## src/rtl/poly_word_adder.sv

```systemverilog
// poly_word_adder
// ---------------------------------------------------------------------------
// Adds two packed small polynomials lane-wise modulo Q and writes the result
// back as packed words. Each 96-bit word holds 8 lanes of 12-bit coefficients,
// with lane j in bits [12j+11:12j]. Lanes are combined position-for-position,
// so any coefficient interleaving in the source words is preserved.
//
// Optional feature (macro POLY_WORD_SUB_EN): adds input `sub`, latched at
// start. When sub = 1 each lane computes (a - b) mod Q instead of (a + b) mod Q.
//
// Ports:
//   clk, rst                      clock, asynchronous active-high reset
//   start                         one-cycle request, sampled only in IDLE
//   a_offset, b_offset, dst_offset base addresses, latched on accepted start
//   ren, raddr_a, raddr_b         shared read enable and operand read addresses
//   rdata_a, rdata_b              operand words, valid one cycle after ren
//   enw, waddr, dout              result write strobe, address and word
//   busy                          high from accepted start until done rises
//   done                          sticky completion flag, cleared by next start
//
// Pipeline (start sampled at edge 0): read k issued after edge k+1, data
// valid after edge k+2, write k issued after edge k+3.
// ---------------------------------------------------------------------------
module poly_word_adder #(
    parameter int WORDS = 32,
    parameter int AW    = 10,
    parameter int Q     = 3329
) (
    input  logic          clk,
    input  logic          rst,
    input  logic          start,
    input  logic [AW-1:0] a_offset,
    input  logic [AW-1:0] b_offset,
    input  logic [AW-1:0] dst_offset,
`ifdef POLY_WORD_SUB_EN
    input  logic          sub,
`endif
    output logic          ren,
    output logic [AW-1:0] raddr_a,
    output logic [AW-1:0] raddr_b,
    input  logic [95:0]   rdata_a,
    input  logic [95:0]   rdata_b,
    output logic          enw,
    output logic [AW-1:0] waddr,
    output logic [95:0]   dout,
    output logic          busy,
    output logic          done
);

    localparam logic [12:0]   Q13  = 13'(Q);
    localparam logic [AW-1:0] LAST = AW'(WORDS - 1);

    typedef enum logic [1:0] {
        IDLE  = 2'd0,
        READ  = 2'd1,
        DRAIN = 2'd2,
        DONE  = 2'd3
    } state_t;

    state_t        state_r;
    state_t        state_s;
    logic [AW-1:0] rc_r;
    logic [AW-1:0] wc_r;
    logic [AW-1:0] a_off_r;
    logic [AW-1:0] b_off_r;
    logic [AW-1:0] dst_off_r;
    logic          ren_r;
    logic          vld_r;
    logic          enw_r;
    logic [AW-1:0] raddr_a_r;
    logic [AW-1:0] raddr_b_r;
    logic [AW-1:0] waddr_r;
    logic [95:0]   dout_r;
    logic          busy_r;
    logic          done_r;
    logic [95:0]   dout_s;
`ifdef POLY_WORD_SUB_EN
    logic          sub_r;
`endif

    // One-step conditional subtraction; the 13-bit sum cannot overflow.
    function automatic logic [11:0] add_lane(input logic [11:0] a, input logic [11:0] b);
        logic [12:0] s;
        s = {1'b0, a} + {1'b0, b};
        return (s >= Q13) ? 12'(s - Q13) : s[11:0];
    endfunction

`ifdef POLY_WORD_SUB_EN
    // Borrow is folded back by adding Q before subtracting b.
    function automatic logic [11:0] sub_lane(input logic [11:0] a, input logic [11:0] b);
        logic [12:0] d;
        d = (a < b) ? ({1'b0, a} + Q13 - {1'b0, b}) : ({1'b0, a} - {1'b0, b});
        return d[11:0];
    endfunction
`endif

    // Lane-wise combine of the two operand words currently on the read ports.
    always_comb begin
        dout_s = 96'd0;
        for (int j = 0; j < 8; j++) begin
`ifdef POLY_WORD_SUB_EN
            if (sub_r) begin
                dout_s[12*j +: 12] = sub_lane(rdata_a[12*j +: 12], rdata_b[12*j +: 12]);
            end else begin
                dout_s[12*j +: 12] = add_lane(rdata_a[12*j +: 12], rdata_b[12*j +: 12]);
            end
`else
            dout_s[12*j +: 12] = add_lane(rdata_a[12*j +: 12], rdata_b[12*j +: 12]);
`endif
        end
    end

    // Next-state logic.
    always_comb begin
        state_s = state_r;
        case (state_r)
            IDLE:    if (start) state_s = READ; else state_s = IDLE;
            READ:    if (rc_r == LAST) state_s = DRAIN; else state_s = READ;
            // Leave once this edge issues the final write.
            DRAIN:   if (vld_r && (wc_r == LAST)) state_s = DONE; else state_s = DRAIN;
            DONE:    state_s = IDLE;
            default: state_s = IDLE;
        endcase
    end

    // State register.
    always_ff @(posedge clk or posedge rst) begin
        if (rst) begin
            state_r <= IDLE;
        end else begin
            state_r <= state_s;
        end
    end

    // Registered datapath: address generation, read-valid pipe and write side.
    always_ff @(posedge clk or posedge rst) begin
        if (rst) begin
            rc_r      <= '0;
            wc_r      <= '0;
            a_off_r   <= '0;
            b_off_r   <= '0;
            dst_off_r <= '0;
            ren_r     <= 1'b0;
            vld_r     <= 1'b0;
            enw_r     <= 1'b0;
            raddr_a_r <= '0;
            raddr_b_r <= '0;
            waddr_r   <= '0;
            dout_r    <= 96'd0;
            busy_r    <= 1'b0;
            done_r    <= 1'b0;
`ifdef POLY_WORD_SUB_EN
            sub_r     <= 1'b0;
`endif
        end else begin
            // vld_r marks that rdata_* carries the word requested last cycle.
            vld_r <= ren_r;
            enw_r <= vld_r;
            if (vld_r) begin
                waddr_r <= dst_off_r + wc_r;
                dout_r  <= dout_s;
                wc_r    <= wc_r + 1'b1;
            end
            case (state_r)
                IDLE: begin
                    ren_r <= 1'b0;
                    if (start) begin
                        a_off_r   <= a_offset;
                        b_off_r   <= b_offset;
                        dst_off_r <= dst_offset;
                        rc_r      <= '0;
                        wc_r      <= '0;
                        busy_r    <= 1'b1;
                        done_r    <= 1'b0;
`ifdef POLY_WORD_SUB_EN
                        sub_r     <= sub;
`endif
                    end
                end
                READ: begin
                    ren_r     <= 1'b1;
                    raddr_a_r <= a_off_r + rc_r;
                    raddr_b_r <= b_off_r + rc_r;
                    rc_r      <= rc_r + 1'b1;
                end
                DRAIN: begin
                    ren_r <= 1'b0;
                end
                DONE: begin
                    ren_r  <= 1'b0;
                    done_r <= 1'b1;
                    busy_r <= 1'b0;
                end
                default: begin
                    ren_r <= 1'b0;
                end
            endcase
        end
    end

    assign ren     = ren_r;
    assign raddr_a = raddr_a_r;
    assign raddr_b = raddr_b_r;
    assign enw     = enw_r;
    assign waddr   = waddr_r;
    assign dout    = dout_r;
    assign busy    = busy_r;
    assign done    = done_r;

endmodule

```

## config.mk

```make
export PLATFORM = sky130hd
export DESIGN_NAME = poly_word_adder
export DESIGN_NICKNAME = d
export VERILOG_FILES = /design/src/rtl/poly_word_adder.sv
export SDC_FILE = /design/constraint.sdc
export NUM_CORES = 1
export LEC_CHECK = 0
export ABC_AREA = 1
export CORE_MARGIN = 3
export CORE_UTILIZATION = 45
export DETAILED_ROUTE_END_ITERATION = 6
export PLACE_DENSITY = 0.69
export SETUP_SLACK_MARGIN = 0.05
export SLEW_MARGIN = 30
export SYNTH_ARGS = -nofsm -noshare
export SYNTH_HDL_FRONTEND = slang
export SYNTH_SLANG_ARGS = --single-unit
```

## constraint.sdc

```tcl
create_clock -name clk -period 17.9 [get_ports clk]
set_clock_uncertainty 0.2 [all_clocks]
set_input_delay 2.685 -clock clk [delete_from_list [all_inputs] [get_ports clk]]
set_output_delay 2.685 -clock clk [all_outputs]
set_load 0.02 [all_outputs]
```

==> results of run 1 <==
==> per-stage QoR <==
stage | power [mW] | instance area [sq um] | util [%] | worst slack (ns) | std cells
4_1_cts | 1.648 | 22060 | 58.02 | 12.47 | 3694
2_1_floorplan | 0.9714 | 17540 | - | 10.04 | 2845
6_report | 1.634 | 22070 | 58.04 | 12.40 | 3696
3_3_place_gp | 1.235 | 21460 | 56.44 | 12.07 | 3662
3_5_place_dp | 1.245 | 21460 | 56.44 | 11.98 | 3662
5_1_grt | 1.756 | 22060 | 58.03 | 12.10 | 3695
==> worst max-delay path by stage <==
| stage | endpoint |
|---|---|
| 5_1_grt | dout[55]$_DFFE_PP0P_ |
| 3_5_place_dp | dout[53]$_DFFE_PP0P_ |
| 3_3_place_gp | dout[59]$_DFFE_PP0P_ |
| 4_1_cts | dout[59]$_DFFE_PP0P_ |
| 6_report | dout[59]$_DFFE_PP0P_ |
| 2_1_floorplan | asynchronous set/reset pin |
==> flip-flops by register name, indices dropped and copies added (netlist names), named ones only <==
| register | cells |
|---|---|
| rc_r | 10 |
| ren | 1 |
| dst_off_r | 10 |
| b_off_r | 10 |
| waddr | 10 |
| raddr_b | 10 |
| raddr_a | 10 |
| dout | 96 |
| busy | 1 |
| state_r | 1 |
| vld_r | 1 |
| done | 1 |
| wc_r | 10 |
| enw | 1 |
| a_off_r | 10 |
==> layout make-up <==
class	instances	area [sq um]
fillers	3777	15960
multi-input cells	2240	11260
flip-flops and latches	183	4583
repair buffers	360	3588
inverters	368	1391
well taps	511	639.4
clock buffers	20	446.7
clock inverters	12	153.9
diodes	2	5.005
==> cell usage after synthesis (all sizes together), types with 16 or more instances <==
| cell type | count | share of area (%) |
|---|---|---|
| inv | 366 | 7.8 |
| dfrtp | 183 | 26 |
| nor2 | 190 | 4.4 |
| a21oi | 92 | 2.6 |
| nor3 | 16 | 0.46 |
| nand3 | 313 | 9.6 |
| ha | 141 | 10 |
| clkbuf | 26 | 0.56 |
| xor2 | 33 | 1.6 |
| nand2 | 1234 | 27 |
| o21ai | 105 | 3.0 |
| nand4 | 52 | 1.9 |
| buf | 28 | 1.3 |
==> routing by layer <==
metal | vias up | share of wire, %
li1 | 9664 | -
met5 | - | 0.029
met2 | 445 | 48
met1 | 8449 | 44
met3 | 51 | 5.4
met4 | 2 | 2.1
==> critical path, cell delays in order <==
cell,delay [ns]
clkdlybuf4s50_1,0.41
ha_1,0.26
fa_1,0.42
nand2_1,0.12
nand3_2,0.10
nand3_1,0.10
nand2_1,0.06
nand2_1,0.06
nand2_1,0.10
nor2_1,0.19
nand2_1,0.13
nand4_1,0.38
nand3_2,0.31
nand2_1,0.14
nand2_1,0.05
nand2_1,0.06
nand2_1,0.05
==> where the power goes <==
group	switching (mW)	internal, mW	leakage [nW]
logic	0.432	0.293	9.28
clock network	0.179	0.215	0.292
registers	0.0424	0.472	2.19
total	0.653	0.980	11.8
==> cell usage in the layout (no fill, tap or decap), drive strengths merged, types with 4 or more instances in the layout <==
cell	n
nand2	1234
inv	375
clkdlybuf4s50	354
nand3	313
nor2	190
dfrtp	183
ha	141
o21ai	105
a21oi	92
nand4	52
xor2	33
clkbuf	20
nor3	16
fa	11
xnor2	11
and2	7
buf	6
o31ai	5
nand3b	5
o21bai	4
a21boi	4
==> cells by family after synthesis <==
logic type	synth area share [%]
flops	26.11
fa+ha+maj	11.32
buf+inv	9.689
compound gates	6.707
simple gates	43.94
xor+xnor	2.240
==> flow_summary.toml, run 1 <==
[status]
outcome = "complete, but fails checks"
failed_checks = "design-rule violations"

[drt]
avgRoutedWirePerCell_microns = 13.95
drtIter0Drc = 953
num_vias = 18610
drt_wl_total_microns = 51570
dr.pass1.iters = 7
drc = 8
ant_nets = 0
drt-vias-per-instance = 5.035

[critical_path]
critPathLaunchType = "input pin"
worst-r2r-cell-count = 13
critPathArrivalTime_ns = 5.62
regToRegSetupSlack_ns = 15.23
critPathKind = "input pin to flop"
startpoint = "rdata_a[48]"
worstPathRequired_ns = 18.03
cp-end-kind = "flop"
crit_path_max_fanout = 11
r2r-start = "rc_r[0]$_DFFE_PP0P_"
r2r-end = "raddr_b[8]$_DFFE_PP0P_"

[global_routing]
grt_use_total_pct = 24.71
use_met3_pct = 4.565
grt_pass1_wl_microns = 85650
antenna_found_initial = 2
grt_remaining_overflow = 0
grt_max_degree = 124
met1_usage_pct = 31.77
grt-busiest-layer = "met2"
grt_pass1_vias = 17860
gr-usage-met2_pct = 43.10

[timing]
fin_crit_ns = 5.495
hold_viol = 0
tightestPinTransition_ns = 0.8960
hold_slack_ns = 0.2011
drv_slew = 0
setup_viol = 0
slew-limit-headroom_pct = 40.26
tns_ns = 0
rsz0062_at_grt = "no"
finalCritPeriodShare_pct = 30.70
max_freq_ghz = 0.1820

[cells_and_area]
final_nets = 3547
drive_gt1_share_pct = 4.084
area_growth_pct = 25.83

[place]
io_buffers = 354
dp_hpwl_microns = 41230
globalplace.congestion = 0.9276

[yosys]
synth_nets = 3222
synth.distinct_cells = 46
synth_ff_type = "dfrtp_1"
syn-instance-count = 2845
synthesis.area_sq_mm = 0.01754
synth_edf_count = 0
postSynthAreaPerCell_sq_um = 6.164
yosysSeqAreaShare_pct = 26.11
yosysWarnings = 0
synthArstFlopShare_pct = 100.0
ys_seq_elements = 183

[cts]
clkLatencyLatePin_ns = 0.44
cts.reportedPaths.clkPinSlew_ns = 0.07
htree_num_levels = 4
cts_tree = "yes"
holdBufCountCts = 0
cts_resized = 0
cts_made_buffers = 17
clk_path_buf_depth = 2
cts_root_buffer = "clkbuf_16"
cts_setup_buffers = 0
clock-sinks = 183

[floorplan]
die_y_microns = 203.4
die_area_sq_mm = 0.04138
fp-row-count = 71
core-area_sq_mm = 0.03802
start_util_pct = 46.12
die_x_microns = 203.4
pin_count = 355

[power_and_ir_drop]
p_leak_nw = 11.75
p_per_area_mw_per_mm2 = 74.04
irDropWorstVdd_uv = 57.44

[min_path]
hp-class = "flop to flop"
worst_hold_path.endpoint = "vld_r$_DFF_PP0_"
hp-start = "ren$_DFF_PP0_"
whs_path_depth = 0

[job]
maxCapViolCount = 0
No activity file was read; power rests on OpenSTA's default activity.
==> run 2, diff against run 1 <==
clock period = 5.4 ns   (was 17.9 ns; I/O delays follow)
==> flow_summary.toml, run 2 (same netlist as run 1, synthesis figures left out) <==
[status]
outcome = "completed"

[cts]
clock-sinks = 183
cts_resized = 0
clk_path_buf_depth = 2
cts_made_buffers = 17
clkLatencyLatePin_ns = 0.45
htree_num_levels = 4
cts_root_buffer = "clkbuf_16"
cts.reportedPaths.clkPinSlew_ns = 0.07
holdBufCountCts = 0
cts_tree = "yes"
cts_setup_buffers = 0

[job]
maxCapViolCount = 0

[global_routing]
antenna_found_initial = 2
grt_max_degree = 101
grt_pass1_wl_microns = 86400
grt_pass1_vias = 17970
grt_use_total_pct = 24.94
grt_remaining_overflow = 0

[place]
globalplace.congestion = 0.9214
io_buffers = 354
dp_hpwl_microns = 41420

[cells_and_area]
largest_reg_flops = 96
final_nets = 3549
drive_gt1_share_pct = 4.176
final_cell_mix = "1204 x nand2_1, 354 x clkdlybuf4s50_1, 352 x inv_1"
final_core_util_pct = 58.13
area_growth_pct = 26.04
layout.cells.most_common = "nand2_1"

[timing]
finalCritPeriodShare_pct = 67.48
tns_ns = 0
slew-limit-headroom_pct = 42.05
drv_slew = 0
max_freq_ghz = 0.2744
setup_viol = 0
rsz0062_at_grt = "no"
fin_crit_ns = 3.644
tightestPinTransition_ns = 0.8692
hold_viol = 0

[critical_path]
critPathArrivalTime_ns = 3.78
r2r-end = "raddr_a[8]$_DFFE_PP0P_"
crit_path_max_fanout = 11
critPathKind = "input pin to flop"
crit_top_cell = "nand2_1"
cp_num_buf_inv = 1
cp_slowest_cell = "fa_1"
path_cells = "clkdlybuf4s50_1 > ha_1 > fa_1 > nand2_1 > nand3_2 > nand3_1 > nand2_1 > nand2_1 > nand2_1 > nor2_1 > nand2_1 > nand4_1 > nand3_2 > nand2_1 > nand2_1 > nand2_1 > nand2_1"
cp_slowest_stage_delay_ns = 0.42
r2r-start = "rc_r[0]$_DFFE_PP0P_"
worst-r2r-cell-count = 13
regToRegSetupSlack_ns = 2.83
critPathLaunchType = "input pin"
worstPathRequired_ns = 5.54
cp-end-kind = "flop"
critPathTopFamily = "simple AND/OR/NAND/NOR gates"

[power_and_ir_drop]
switching_share_pct = 40.66
p_comb_share_pct = 44.6
internal_power_mw = 3.210
net-switching-power_mw = 2.199
irDropWorstVdd_uv = 198.4
clkPwrFrac_pct = 24.0
power_frac_seq_pct = 31.5
p_per_area_mw_per_mm2 = 244.7
p_leak_nw = 11.76

[drt]
wl_met3_microns = 2996
dr.pass1.iters = 6
drc = 0
routed.top_layer = "met4"
drt_wl_total_microns = 52100
drtIter0Drc = 1142
ant_nets = 0
num_vias = 18770
avgRoutedWirePerCell_microns = 14.09
drt-vias-per-instance = 5.074
met2_length_microns = 24110
met1_length_microns = 23520

[floorplan]
die_area_sq_mm = 0.04138
core-area_sq_mm = 0.03802
start_util_pct = 46.12
fp-row-count = 71
die_y_microns = 203.4
pin_count = 355
die_x_microns = 203.4

[min_path]
whs_path_depth = 0
hp-start = "ren$_DFF_PP0_"
worst_hold_path.endpoint = "vld_r$_DFF_PP0_"
hp-class = "flop to flop"
-- run 2: through the flow --
step	std cells	cell area, sq um	hold WS (ns)	power (mW)	worst slack, ns
3_3_place_gp	3663	21480	0.1742	4.100	1.427
3_5_place_dp	3664	21500	0.1696	4.134	1.336
2_1_floorplan	2845	17540	0.1519	3.221	2.039
6_report	3698	22100	0.1808	5.409	1.756
4_1_cts	3696	22100	0.1873	5.459	1.816
5_1_grt	3698	22100	0.1945	5.816	1.510
-- run 2: worst max path at each step --
| stage | from | endpoint | slack [ns] | cells after the start |
|---|---|---|---|---|
| floorplan | rst | asynchronous set/reset pin | 2.04 | 1 |
| global placement | rdata_a[48] | dout[59]$_DFFE_PP0P_ | 1.43 | 17 |
| detailed placement | rdata_a[48] | dout[59]$_DFFE_PP0P_ | 1.34 | 17 |
| CTS | rdata_a[48] | dout[59]$_DFFE_PP0P_ | 1.82 | 17 |
| global route | rdata_a[48] | dout[59]$_DFFE_PP0P_ | 1.51 | 17 |
| finish | rdata_a[48] | dout[59]$_DFFE_PP0P_ | 1.76 | 17 |
-- run 2: metal layers --
metal  vias up  track usage (%)
met2       502            41.55
met4         0            7.743
met3        77            4.230
met1      8529            33.25
met5         -                0
li1       9657                -
-- run 2: power by group through the flow --
stage | combinational [mW] | sequential (mW) | clock (mW)
6_report | 2.41 | 1.70 | 1.30
5_1_grt | 2.70 | 1.72 | 1.39
3_5_place_dp | 2.41 | 1.72 | 0
4_1_cts | 2.42 | 1.70 | 1.33
2_1_floorplan | 1.29 | 1.93 | 0
3_3_place_gp | 2.37 | 1.73 | 0
-- run 2: final cells by class --
class	instances	area, sq um
clock buffers	18	439.2
flip-flops and latches	183	4583
multi-input cells	2240	11260
inverters	368	1388
clock inverters	14	155.1
fillers	3754	15920
diodes	2	5.005
repair buffers	362	3636
well taps	511	639.4
==> run 3, diff against run 2 <==
PLACE_DENSITY = 0.72   (was 0.69)
clock period = 3 ns   (was 5.4 ns; I/O delays follow)
==> flow_summary.toml, run 3 (same netlist as run 1, synthesis figures left out) <==
[critical_path]
r2r-start = "rc_r[0]$_DFFE_PP0P_"
critPathKind = "input pin to flop"
startpoint = "rdata_a[36]"
crit_path_max_fanout = 5
cp-end-kind = "flop"
worstPathRequired_ns = 3.18
critPathLaunchType = "input pin"
critPathArrivalTime_ns = 3.04

[floorplan]
die_area_sq_mm = 0.04138
start_util_pct = 46.12
fp-row-count = 71
core-area_sq_mm = 0.03802
pin_count = 355
die_x_microns = 203.4
die_y_microns = 203.4

[timing]
setup_viol = 0
hold_viol = 0
hold_slack_ns = 0.1833
finalCritPeriodShare_pct = 95.30
fin_crit_ns = 2.859
rsz0062_at_grt = "yes"
tightestPinTransition_ns = 0.8215
max_freq_ghz = 0.3498
slew-limit-headroom_pct = 45.23
tns_ns = 0
drv_slew = 0

[place]
globalplace.congestion = 0.9372
io_buffers = 354
dp_hpwl_microns = 43610

[global_routing]
antenna_found_initial = 5
grt_use_total_pct = 25.66
grt_pass1_wl_microns = 89240
grt_pass1_vias = 19400
grt_max_degree = 74
grt_remaining_overflow = 0

[power_and_ir_drop]
power_mw = 10.57
p_leak_nw = 13.21
p_per_area_mw_per_mm2 = 429.0
irDropWorstVdd_uv = 329.6

[cells_and_area]
final_nets = 3836
area_growth_pct = 40.48
largest_reg_flops = 96
layout.cells.most_common = "nand2_1"
final_cell_mix = "1196 x nand2_1, 352 x clkdlybuf4s50_1, 349 x inv_1"
drive_gt1_share_pct = 13.66

[cts]
cts_tree = "yes"
cts_root_buffer = "clkbuf_16"
htree_num_levels = 4
clock-sinks = 183
cts.reportedPaths.clkPinSlew_ns = 0.07
clkLatencyLatePin_ns = 0.45
holdBufCountCts = 0
clk_path_buf_depth = 2
cts_made_buffers = 17

[job]
maxCapViolCount = 0

[drt]
drt_wl_total_microns = 55070
drt-vias-per-instance = 5.042
dr.pass1.iters = 7
drtIter0Drc = 898
drc = 1
avgRoutedWirePerCell_microns = 13.81
num_vias = 20100
ant_nets = 0

[status]
outcome = "complete, but fails checks"
failed_checks = "design-rule violations"

[min_path]
hp-start = "ren$_DFF_PP0_"
hp-class = "flop to flop"
run 3: cell type report:
class	count	area, sq um
clock buffers	17	425.4
flip-flops and latches	183	4583
multi-input cells	2243	11560
inverters	368	1388
repair buffers	646	5862
fillers	3546	13390
diodes	5	12.51
clock inverters	14	162.7
well taps	511	639.4
run 3: where the power goes:
part | internal [mW] | switching, mW | leakage, nW
combinational | 2.40 | 2.83 | 10.7
sequential | 2.81 | 0.261 | 2.19
clock | 1.11 | 1.15 | 0.278
run 3: final timing paths:
check / slack [ns] / to / cells after the start
worst max-delay path: 0.14 / dout[44]$_DFFE_PP0P_ / 17
worst min-delay path: 0.18 / vld_r$_DFF_PP0_ / 0
worst max register to register: 0.42 / raddr_a[8]$_DFFE_PP0P_ / 13
worst min register to register: 0.18 / vld_r$_DFF_PP0_ / 0
max in group asynchronous: 1.73 / dout[77]$_DFFE_PP0P_ / 3
min in group asynchronous: 0.25 / a_off_r[9]$_DFFE_PP0P_ / 2
run 3: layer usage:
metal / GRT usage (%) / part of all wire (%) / vias up
li1: - / - / 10260
met1: 31.50 / 43 / 9216
met2: 45.98 / 49 / 521
met3: 3.879 / 4.9 / 104
met4: 8.702 / 3.2 / 0
met5: 0 / 0 / -
run 3: worst max-delay path, stage by stage:
cell and delay (ns):
clkdlybuf4s50_1 0.41, ha_1 0.22, fa_1 0.42, nand2_1 0.08, nand2_1 0.10, nand3_1 0.15
nand3_1 0.10, nand2_2 0.12, buf_4 0.12, nand2_1 0.06, nor2_1 0.16, nand2_1 0.08
nand3_1 0.11, nand2_2 0.11, o21ai_0 0.18, nand3_1 0.09, nand2_1 0.07
run 3: metrics by stage:
stage | setup WS, ns | instance area (sq um) | cells | util, %
floorplan | -0.0005498 | 17540 | 2845 | -
global placement | -0.2862 | 23650 | 3941 | 62.21
detailed placement | -0.4222 | 23650 | 3941 | 62.21
CTS | 0.05167 | 24240 | 3972 | 63.75
global route | -0.01349 | 24640 | 3987 | 64.80
finish | 0.1410 | 24640 | 3987 | 64.80
run 3: repair_timing:
item,CTS,global route
endpoints found under the setup margin,0,93
setup buffers,0,6
resized for setup,0,74
